**src/rtl/mem_access.sv**
```systemverilog
`default_nettype none
// ============================================================================
//  Module      : mem_access
//  Description : MEM pipeline stage. Passes ALU results straight through to
//                the MEM/WB registers and runs LW/SW on a req/ack data bus.
//                The pipeline is stalled while a bus access is outstanding,
//                and an access with no ack is aborted after TIMEOUT cycles.
//                Optional feature macro: MEM_ALIGN_CHECK_EN (reject
//                misaligned word accesses instead of truncating the address).
//  Revision    : 1.0 - initial release
// ============================================================================
module mem_access #(
  parameter int TIMEOUT = 16
) (
  input  logic        clk,
  input  logic        rst,
  input  logic        valid_i,
  input  logic [7:0]  aluop_i,
  input  logic [4:0]  waddr_i,
  input  logic        wreg_i,
  input  logic [31:0] wdata_i,
  input  logic [31:0] reg2_i,
  output logic        stall_o,
  output logic        mem_req_o,
  output logic        mem_we_o,
  output logic [31:0] mem_addr_o,
  output logic [31:0] mem_wdata_o,
  output logic [3:0]  mem_sel_o,
  input  logic        mem_ack_i,
  input  logic [31:0] mem_rdata_i,
  output logic        wb_valid_o,
  output logic [4:0]  waddr_o,
  output logic        wreg_o,
  output logic [31:0] wdata_o,
  output logic        bus_err_o,
  output logic        align_err_o
);

  localparam logic [7:0] c_EXE_LW_OP = 8'b1110_0011;
  localparam logic [7:0] c_EXE_SW_OP = 8'b1110_1011;
  localparam int         c_CW        = $clog2(TIMEOUT);
  localparam logic [c_CW-1:0] c_CNT_LAST = c_CW'(TIMEOUT - 1);

  typedef enum logic [0:0] {
    S_IDLE = 1'b0,
    S_BUSY = 1'b1
  } state_t;

  state_t            r_state;
  state_t            w_state_nxt;
  logic [c_CW-1:0]   r_cnt;

  logic              r_mem_req;
  logic              r_mem_we;
  logic [31:0]       r_mem_addr;
  logic [31:0]       r_mem_wdata;
  logic [3:0]        r_mem_sel;
  logic [4:0]        r_lat_waddr;
  logic              r_lat_wreg;

  logic              r_wb_valid;
  logic [4:0]        r_waddr;
  logic              r_wreg;
  logic [31:0]       r_wdata;
  logic              r_bus_err;
  logic              r_align_err;

  logic              w_is_mem;
  logic              w_misalign;
  logic              w_cnt_last;
  logic              w_stall;
  logic              w_issue;
  logic              w_pass;
  logic              w_bad_align;
  logic              w_done;
  logic              w_abort;

  assign w_is_mem   = valid_i & ((aluop_i == c_EXE_LW_OP) | (aluop_i == c_EXE_SW_OP));
  assign w_cnt_last = (r_cnt == c_CNT_LAST);

`ifdef MEM_ALIGN_CHECK_EN
  assign w_misalign = w_is_mem & (wdata_i[1:0] != 2'b00);
`else
  // Low address bits are simply dropped when the word address is formed.
  assign w_misalign = 1'b0;
`endif

  // Next-state and per-cycle event decode; ack beats timeout in BUSY.
  always_comb begin
    w_state_nxt = r_state;
    w_stall     = 1'b0;
    w_issue     = 1'b0;
    w_pass      = 1'b0;
    w_bad_align = 1'b0;
    w_done      = 1'b0;
    w_abort     = 1'b0;
    case (r_state)
      S_IDLE: begin
        if (w_is_mem && !w_misalign) begin
          w_issue     = 1'b1;
          w_stall     = 1'b1;
          w_state_nxt = S_BUSY;
        end else if (w_is_mem) begin
          w_bad_align = 1'b1;
        end else if (valid_i) begin
          w_pass      = 1'b1;
        end
      end
      S_BUSY: begin
        if (mem_ack_i) begin
          w_done      = 1'b1;
          w_state_nxt = S_IDLE;
        end else if (w_cnt_last) begin
          w_abort     = 1'b1;
          w_state_nxt = S_IDLE;
        end else begin
          w_stall     = 1'b1;
        end
      end
      default: w_state_nxt = S_IDLE;
    endcase
  end

  // State register.
  always_ff @(posedge clk) begin
    if (!rst) r_state <= S_IDLE;
    else      r_state <= w_state_nxt;
  end

  // Timeout counter: cleared on issue, advances on each ack-less BUSY cycle.
  always_ff @(posedge clk) begin
    if (!rst) begin
      r_cnt <= '0;
    end else if (w_issue) begin
      r_cnt <= '0;
    end else if ((r_state == S_BUSY) && !mem_ack_i && !w_cnt_last) begin
      r_cnt <= r_cnt + 1'b1;
    end
  end

  // Bus request and transaction fields, held stable until completion/abort.
  always_ff @(posedge clk) begin
    if (!rst) begin
      r_mem_req   <= 1'b0;
      r_mem_we    <= 1'b0;
      r_mem_addr  <= '0;
      r_mem_wdata <= '0;
      r_mem_sel   <= '0;
      r_lat_waddr <= '0;
      r_lat_wreg  <= 1'b0;
    end else if (w_issue) begin
      r_mem_req   <= 1'b1;
      r_mem_we    <= (aluop_i == c_EXE_SW_OP);
      r_mem_addr  <= {wdata_i[31:2], 2'b00};
      r_mem_wdata <= reg2_i;
      r_mem_sel   <= 4'b1111;
      r_lat_waddr <= waddr_i;
      r_lat_wreg  <= wreg_i;
    end else if (w_done || w_abort) begin
      r_mem_req   <= 1'b0;
    end
  end

  // MEM/WB writeback fields and single-cycle error pulses.
  always_ff @(posedge clk) begin
    if (!rst) begin
      r_wb_valid  <= 1'b0;
      r_waddr     <= '0;
      r_wreg      <= 1'b0;
      r_wdata     <= '0;
      r_bus_err   <= 1'b0;
      r_align_err <= 1'b0;
    end else begin
      r_wb_valid  <= 1'b0;
      r_bus_err   <= 1'b0;
      r_align_err <= 1'b0;
      if (w_pass) begin
        r_wb_valid <= 1'b1;
        r_waddr    <= waddr_i;
        r_wreg     <= wreg_i;
        r_wdata    <= wdata_i;
      end else if (w_bad_align) begin
        r_wb_valid  <= 1'b1;
        r_waddr     <= waddr_i;
        r_wreg      <= 1'b0;
        r_wdata     <= '0;
        r_align_err <= 1'b1;
      end else if (w_done) begin
        r_wb_valid <= 1'b1;
        r_waddr    <= r_lat_waddr;
        r_wreg     <= r_lat_wreg & ~r_mem_we;
        r_wdata    <= r_mem_we ? 32'd0 : mem_rdata_i;
      end else if (w_abort) begin
        r_wb_valid <= 1'b1;
        r_waddr    <= r_lat_waddr;
        r_wreg     <= 1'b0;
        r_wdata    <= '0;
        r_bus_err  <= 1'b1;
      end
    end
  end

  assign stall_o     = w_stall;
  assign mem_req_o   = r_mem_req;
  assign mem_we_o    = r_mem_we;
  assign mem_addr_o  = r_mem_addr;
  assign mem_wdata_o = r_mem_wdata;
  assign mem_sel_o   = r_mem_sel;
  assign wb_valid_o  = r_wb_valid;
  assign waddr_o     = r_waddr;
  assign wreg_o      = r_wreg;
  assign wdata_o     = r_wdata;
  assign bus_err_o   = r_bus_err;
  assign align_err_o = r_align_err;

endmodule
`default_nettype wire

```
**config.mk**
```make
export PLATFORM = sky130hd
export DESIGN_NAME = mem_access
export DESIGN_NICKNAME = d
export VERILOG_FILES = /design/src/rtl/mem_access.sv
export SDC_FILE = /design/constraint.sdc
export NUM_CORES = 1
export LEC_CHECK = 0
export BUFFER_PORTS_ARGS = -buffer_cell sky130_fd_sc_hd__buf_4
export CAP_MARGIN = 20
export CORE_MARGIN = 3
export CORE_UTILIZATION = 44
export DETAILED_ROUTE_END_ITERATION = 8
export PLACE_DENSITY = 0.87
export SLEW_MARGIN = 5
export SYNTH_ARGS = -nofsm -noshare
export SYNTH_HDL_FRONTEND = slang
export SYNTH_SLANG_ARGS = --single-unit
```
**constraint.sdc**
```tcl
create_clock -name clk -period 2 [get_ports clk]
set_input_delay 0.4 -clock clk [delete_from_list [all_inputs] [get_ports clk]]
set_output_delay 0.4 -clock clk [all_outputs]
set_load 0.02 [all_outputs]
```
# Yosys cells after proc, flatten, opt, wreduce, memory -nomap -nowiden
# Index checks and enable logic that the tools add are counted.
# totals
register_bits,116
out_inout_bits,112
wordCells,61
# op_classes
n_addsub,1
eq_ne,3
muxes,28
bitwise,6
n_reduce_logical,9
# op_table
op,count
$mux 32,4
$mux 1,20
$eq 8x8->1 const B,2
$mux 5,3
$add 4x1->4 const B,1
$eq 4x4->1 const B,1
$not 1->1,3
$reduce_bool 3->1,1
$reduce_or 3->1,1
$and 1x1->1,2
$logic_and 1x1->1,2
$logic_not 1->1,2
$pmux 1 s2,1
$reduce_bool 2->1,1
$reduce_or 2->1,1
$logic_or 1x1->1,1
$or 1x1->1,1

# Depth between registers and ports, before layout
# Gate-level depths: netlist of the first run.
# logic_depth
ltp_word,7
ltp_mapped,7

# Worst setup path after synthesis of the first run
# Ideal clock, no wire load.
# synth_path
path_kind,register to register
start,register r_cnt[0]
end,"register r_wdata[15], in the netlist wdata_o[15]"
setup_time_ns,0.122
t_arrival_ns,1.580
path_slack_ns,0.298
stages_incl_launch_ff,8
n_path_buf,2
path_cell_list,dfxtp_1 ha_1 and3_2 o21ai_2 and3_1 buf_6 buf_6 a221o_1
# synth_between
elab_chain_cells,5
# synth_lines
item,line_no,rtl
from (decl),51,logic [c_CW-1:0] r_cnt;
from (signal assigned),137,r_cnt <= r_cnt + 1'b1;
$eq 4x4->1,79,assign w_cnt_last = (r_cnt == c_CNT_LAST);
$mux 1,113,end else if (w_cnt_last) begin
$mux 1,110,if (mem_ack_i) begin
$mux 1,97,case (r_state)
$reduce_bool 3->1 (no source line),-,
to (signal assigned),181,r_wdata <= wdata_i;
to (signal assigned),192,r_wdata <= r_mem_we ? 32'd0 : mem_rdata_i;
to (decl),64,logic [31:0] r_wdata;
# No other way between the ends.
# A chain may end at the register's enable or synchronous reset.

# Final worst setup path of the first run
# layout_path
start,register r_cnt[0]
end,output port stall_o
# layout_between
elab_chain_cells,4
# layout_lines
item,line_no,rtl
$eq 4x4->1,79,
$mux 1,113,
$mux 1,110,
$pmux 1 s2,97,
to (decl),23,"output logic stall_o,"
# No other way between the ends.

==> results of run 1 <==
[cell type report]
type / count / area, um2 / area share
multi-input combinational: 350 / 2050 / 0.296
clock inverter: 10 / 130 / 0.0188
timing repair buffer: 237 / 1800 / 0.259
clock buffer: 22 / 453 / 0.0654
sequential: 116 / 2330 / 0.336
tap: 133 / 166 / 0.0240
[through the flow]
step	hold WS [ps]	instances
2_1_floorplan	435	510
3_3_place_gp	441	833
3_5_place_dp	446	833
4_1_cts	111	865
5_1_grt	116	868
6_report	140	868
[worst max path at each step]
stage / from / endpoint / slack [ps] / cells after the start
2_1_floorplan: r_cnt[0] / wdata_o[15] / 300 / 7
3_3_place_gp: r_cnt[0] / wdata_o[26] / 290 / 6
3_5_place_dp: r_cnt[0] / wdata_o[16] / 210 / 6
4_1_cts: r_cnt[0] / stall_o / 3 / 5
5_1_grt: r_cnt[0] / stall_o / 3 / 5
6_report: r_cnt[0] / stall_o / 60 / 5
[power breakdown]
| group | switching, W | internal [W] | leakage (nW) | total (W) |
|---|---|---|---|---|
| sequential | 0.0000320 | 0.00237 | 0.945 | 0.00240 |
| combinational | 0.000229 | 0.000274 | 1.85 | 0.000504 |
| clock | 0.00100 | 0.00195 | 0.285 | 0.00296 |
| total | 0.00127 | 0.00459 | 3.08 | 0.00586 |
[synth_stat cells, types with 5 or more instances]
library cell / instances
a21boi_0: 51
a21boi_1: 19
a21oi_1: 9
a221o_1: 26
a31oi_1: 5
and3_1: 28
buf_4: 10
buf_6: 9
clkbuf_1: 24
dfxtp_1: 116
nand2_1: 159
nor2_1: 5
o21ai_0: 12
o31ai_1: 7
[cells in the final DEF (no fill, tap or decap), drive strengths merged]
cell      Yosys  layout
nor2          5       5
a221o        26      26
mux2i         1       1
and2          2       2
conb          1       3
nor2b         2       2
xor2          2       2
dfxtp       116     116
ha            1       1
nand3         2       2
clkinv        0       5
nand4b        1       1
clkinvlp      0       2
and3b         1       1
or3b          1       1
a31oi         5       5
clkbuf       24      22
buf          20     237
and4b         1       1
a21boi       70      70
o31ai         7       7
nand2b        2       2
a21oi        10      10
nor3          2       2
nand2       159     159
bufinv        0       3
and2b         1       1
and3         29      29
o21a          2       2
o21ai        14      14
nand3b        1       1
[metal layers]
metal | global-route usage | wire, um | vias up
met1 | 0.276 | 5460 | 2147
met3 | 0.0603 | 1140 | 24
met2 | 0.403 | 6990 | 201
met4 | 0.0848 | 239 | 0
li1 | - | - | 2180
met5 | 0 | 0 | -
[logic make-up (layout without fill, tap and decap cells)]
| kind of cell | count (synthesis) | after routing |
|---|---|---|
| simple gates | 209 | 209 |
| xor+xnor | 2 | 2 |
| fa+ha+maj | 1 | 1 |
| buf+inv | 44 | 269 |
| mux | 1 | 1 |
| flops | 116 | 116 |
| compound gates | 134 | 134 |
| other cells | 1 | 3 |
[sequential cells by signal, indices dropped and copies added, names as in the netlist]
name and count:
mem_addr_o 30, r_lat_waddr 5, waddr_o 5, mem_wdata_o 32, r_cnt 4, r_lat_wreg 1
wb_valid_o 1, mem_sel_o 1, mem_we_o 1, mem_req_o 1, r_state 1, wdata_o 32
wreg_o 1, bus_err_o 1
[repair_timing]
action,in CTS,in global routing
resized for setup,11,4
endpoints found under the setup margin,1,1
hold buffers,0,0
pin swaps,1,0
setup buffers,0,3
==> impl_metrics.py, run 1 <==
metrics = {
    "run_status": {
        "status": "complete, no violations",
    },
    "cells_and_area": {
        "utilization": 0.696,
        "drive_gt1_frac": 0.388,
        "fill_cells": 766,
        "area_delta_synth_final_pct": 50.9,
        "fin_area_um2": 6920,
        "layout.nets": 837,
        "diodes": 0,
    },
    "critical_path": {
        "r2r-end": "wdata_o[23]",
        "cp_cell_sequence": "ha_4 -> and3_4 -> nand2b_4 -> nand2_4 -> buf_6",
        "critPathSlowestCell": "dfxtp_4",
        "cp_num_buf_inv": 1,
        "cp.arrival_ps": 1540,
        "r2r_setup_slack_ps": 210,
        "worstSetupEndpointType": "output pin",
        "cp_slowest_stage_delay_ps": 360,
        "crit_type": "reg -> out",
        "r2r_start": "r_cnt[0]",
        "worstRegToRegCells": 7,
        "cpLargestDelayFamily": "simple AND/OR/NAND/NOR gates",
        "crit_path_start_kind": "register",
        "cp_max_fo": 4,
        "critPathRequiredTime_ps": 1600,
    },
    "cts": {
        "clkTransAtPathRegs_ps": 60,
        "clk_path_buf_depth": 2,
        "clkLatencyLatePin_ps": 490,
        "cts_root_buffer": "clkbuf_8",
        "htreeDepth": 4,
        "clock-sinks": 116,
        "cts_tree": "built",
        "numCtsBuffers": 17,
    },
    "min_path": {
        "whs_path_depth": 2,
        "holdPathEnd": "wreg_o",
        "hold_start": "wreg_i",
        "hp-class": "in -> reg",
    },
    "timing": {
        "maxSlewViolCount": 0,
        "fin_ws_ps": 60.7,
        "skew_ps": 3.83,
        "finalSetupViolCount": 0,
        "fmax_ghz": 0.516,
        "rsz0062_at_grt": "false",
        "fin_crit_sh": 0.970,
        "tns_ps": 0,
        "fin_crit_ps": 1940,
        "hold_violations": 0,
    },
    "floorplanning": {
        "die_w_um": 108,
        "io-pin-count": 226,
        "rows": 36,
        "die_area_um2": 11700,
        "initial_utilization": 0.461,
        "core_um2": 9950,
        "die_y_um": 108,
    },
    "synth": {
        "synth_top_area_cell": "dfxtp_1",
        "yosysUniqueCellTypes": 36,
        "synth_ff_type": "dfxtp_1",
        "syn_inst": 508,
        "netlist_top_cells_area": "dfxtp_1 51%, nand2_1 13%, a21boi_0 8.3%, a221o_1 5.7%, and3_1 3.8%",
        "async_flop_share": 0,
        "synth-edff-count": 0,
        "synthMuxAreaShare": 0.00218,
        "synthAdderAreaFrac": 0.00273,
        "synthSimpleGateAreaFrac": 0.202,
        "synth_xor_area_frac": 0.00382,
        "syn_area_um2": 4590,
        "synth-compound-area-share": 0.223,
        "yosysTopAreaCellShare": 0.506,
        "synth-seq-cells": 116,
        "ys_seq_area_frac": 0.506,
        "yosys_warnings": 0,
        "syn_area_per_cell_um2": 9.03,
        "synth_top_family_by_area": "compound AO/OA/AOI/OAI gates",
    },
    "grt": {
        "grt_first_pass_wirelength_mm": 21.7,
        "track_usage": 0.232,
        "grt-ovfl-total": 0,
        "grt_max_degree": 72,
        "grt_pass1_vias": 4420,
        "antenna_found_initial": 0,
    },
    "drt": {
        "drt_pass1_iterations": 7,
        "vias": 4552,
        "avgRoutedWirePerCell_um": 15.9,
        "drt_wl_total_mm": 13.8,
        "antenna_left": 0,
        "route.detailed.drc": 0,
        "viasPerCell": 5.24,
        "first_iter_violations": 194,
    },
    "power_and_ir_drop": {
        "ir_drop_mv": 0.521,
        "powerDensity_nw_per_um2": 846,
        "p_leak_nw": 3.08,
        "fin_total_pwr_w": 0.00586,
    },
    "placement": {
        "pre_cts_slack_ps": 209,
        "dp_hpwl_mm": 9.91,
        "placed_area_um2": 6270,
        "place_congestion": 0.774,
        "io_buffers": 222,
    },
    "flow_run": {
        "cap_violations": 0,
    },
}
No activity file was read; power rests on OpenSTA's default activity.
==> inputs of run 2 (changes only) <==
--- a/config.mk
+++ b/config.mk
@@ -6,10 +6,11 @@
 export NUM_CORES = 1
 export LEC_CHECK = 0
-export BUFFER_PORTS_ARGS = -buffer_cell sky130_fd_sc_hd__buf_4
 export CAP_MARGIN = 20
 export CORE_MARGIN = 3
 export CORE_UTILIZATION = 44
 export DETAILED_ROUTE_END_ITERATION = 8
-export PLACE_DENSITY = 0.87
+export DONT_BUFFER_PORTS = 1
+export PLACE_DENSITY = 0.69
+export SETUP_SLACK_MARGIN = 0.2
 export SLEW_MARGIN = 5
 export SYNTH_ARGS = -nofsm -noshare
==> constraint.sdc (replaced) <==
create_clock -name clk -period 2 [get_ports clk]
set_input_delay 0.2 -clock clk [delete_from_list [all_inputs] [get_ports clk]]
set_output_delay 0.2 -clock clk [all_outputs]
set_load 0.02 [all_outputs]
==> run 2 against run 1 <==
  * Flip-flop and latch count is the same
  * Register-to-register slack gained 70 ps
  * Critical path type unchanged
  * Worst hold slack got worse by 34 ps
==> impl_metrics.py, run 2 (synthesis gave the netlist of run 1 again) <==
metrics = {
    "critical_path": {
        "cp.arrival_ps": 1560,
        "worstSetupEndpointType": "output pin",
        "cp_cell_sequence": "ha_4 -> and3_4 -> nand2b_4 -> nand2_2 -> buf_6",
        "cp_max_fo": 5,
        "cp_slowest_stage_delay_ps": 360,
        "critPathRequiredTime_ps": 1800,
        "crit_type": "reg -> out",
        "critPathSlowestCell": "dfxtp_4",
        "crit_path_start_kind": "register",
    },
    "floorplanning": {
        "io-pin-count": 226,
        "core_um2": 9950,
        "die_area_um2": 11700,
        "rows": 36,
        "die_y_um": 108,
        "die_w_um": 108,
        "initial_utilization": 0.461,
    },
    "drt": {
        "drt_wl_total_mm": 14.1,
        "vias": 4160,
        "viasPerCell": 5.55,
        "first_iter_violations": 283,
        "route.detailed.drc": 0,
        "antenna_left": 0,
        "drt_pass1_iterations": 4,
        "avgRoutedWirePerCell_um": 18.8,
    },
    "cts": {
        "htreeDepth": 4,
        "numCtsBuffers": 17,
        "clk_path_buf_depth": 2,
        "clkLatencyLatePin_ps": 510,
        "cts_root_buffer": "clkbuf_8",
        "cts_tree": "built",
        "clock-sinks": 116,
        "clkTransAtPathRegs_ps": 60,
    },
    "grt": {
        "grt_max_degree": 114,
        "track_usage": 0.238,
        "grt-ovfl-total": 0,
        "grt_pass1_vias": 4299,
        "antenna_found_initial": 0,
        "grt_first_pass_wirelength_mm": 21.6,
    },
    "cells_and_area": {
        "area_delta_synth_final_pct": 38.2,
        "finalNonFillerCells": 750,
        "final_common_cell": "nand2_1",
        "drive_gt1_frac": 0.101,
        "final_cell_mix": "158 x nand2_1, 114 x dfxtp_1, 104 x dlygate4sd3_1",
        "layout.nets": 718,
        "fin_area_um2": 6340,
    },
    "power_and_ir_drop": {
        "ir_drop_mv": 0.581,
        "powerDensity_nw_per_um2": 952,
        "p_leak_nw": 2.40,
        "fin_total_pwr_w": 0.00604,
    },
    "placement": {
        "dp_hpwl_mm": 8.43,
        "placed_area_um2": 4580,
        "place_congestion": 0.757,
        "dp.cells": 610,
        "io_buffers": 0,
        "pre_cts_slack_ps": 196,
    },
    "flow_run": {
        "cap_violations": 0,
    },
    "timing": {
        "skew_ps": 10.7,
        "relSlewSlack": 0.660,
        "hold_violations": 0,
        "fmax_ghz": 0.568,
        "tightest_slew_ps": 510,
        "fin_crit_ps": 1760,
        "fin_crit_sh": 0.881,
        "rsz0062_at_grt": "true",
        "fin_ws_ps": 239,
        "finalSetupViolCount": 0,
        "maxSlewViolCount": 0,
        "tns_ps": 0,
    },
    "min_path": {
        "hp-class": "in -> reg",
    },
    "run_status": {
        "status": "complete, no violations",
    },
}
[run 2: changes by cell type in the layout (fill, tap and decap cells not counted), sizes merged]
cell / before / now
buf: 237 / 14
bufinv: 3 / 4
clkbuf: 22 / 21
clkinv: 5 / 2
clkinvlp: 2 / 5
diode: 0 / 1
dlygate4sd3: 0 / 104
[run 2: timing repair]
action | 4_1_cts | 5_1_grt
endpoints found under the hold margin | 116 | 0
setup endpoints to repair | 2 | 1
pin swaps | 0 | 2
hold buffers | 105 | 0
gates resized for setup | 11 | 1
setup buffers | 1 | 1
[run 2: critical path, delay by kind of cell, from the launching register on]
family / cells / cell delay (ps)
adders and majority gates: 1 / 160
buffers and inverters: 1 / 120
DFF: 1 / 360
and+or+nand+nor: 3 / 410
[run 2: worst paths after layout]
kind                       start             end  slack (ps)  cells past startpoint
hold / removal               rst    mem_sel_o[0]         110                      2
hold reg to reg   r_lat_waddr[4]  r_lat_waddr[4]         450                      2
setup / recovery        r_cnt[0]         stall_o         240                      5
setup reg to reg        r_cnt[0]     wdata_o[28]         280                      6
[run 2: area by class of cell]
type | instances | area (um2)
tap | 133 | 166
sequential | 116 | 2330
clock buffer | 21 | 459
multi-input combinational | 350 | 2040
antenna | 1 | 2.50
timing repair buffer | 118 | 1170
fill | 805 | 3610
clock inverter | 11 | 175
[run 2: where the power goes]
part           switching [W]  leakage [nW]  internal [W]  total [W]
clock network        0.00109         0.293       0.00213    0.00322
logic               0.000144          1.16      0.000211   0.000355
registers           0.000107         0.944       0.00236    0.00247
[run 2: per-stage QoR]
step                       util  hold WS [ps]
after floorplan               -           334
after global placement    0.460           331
after detailed placement  0.460           337
after CTS                 0.636          90.2
after global routing      0.637           111
final                     0.637           105
[run 2: metal layers]
layer,up-vias,wire length (um),track usage
li1,1928,-,-
met4,0,513,0.124
met1,1983,5350,0.246
met2,203,7030,0.416
met5,-,0,0
met3,46,1200,0.0925
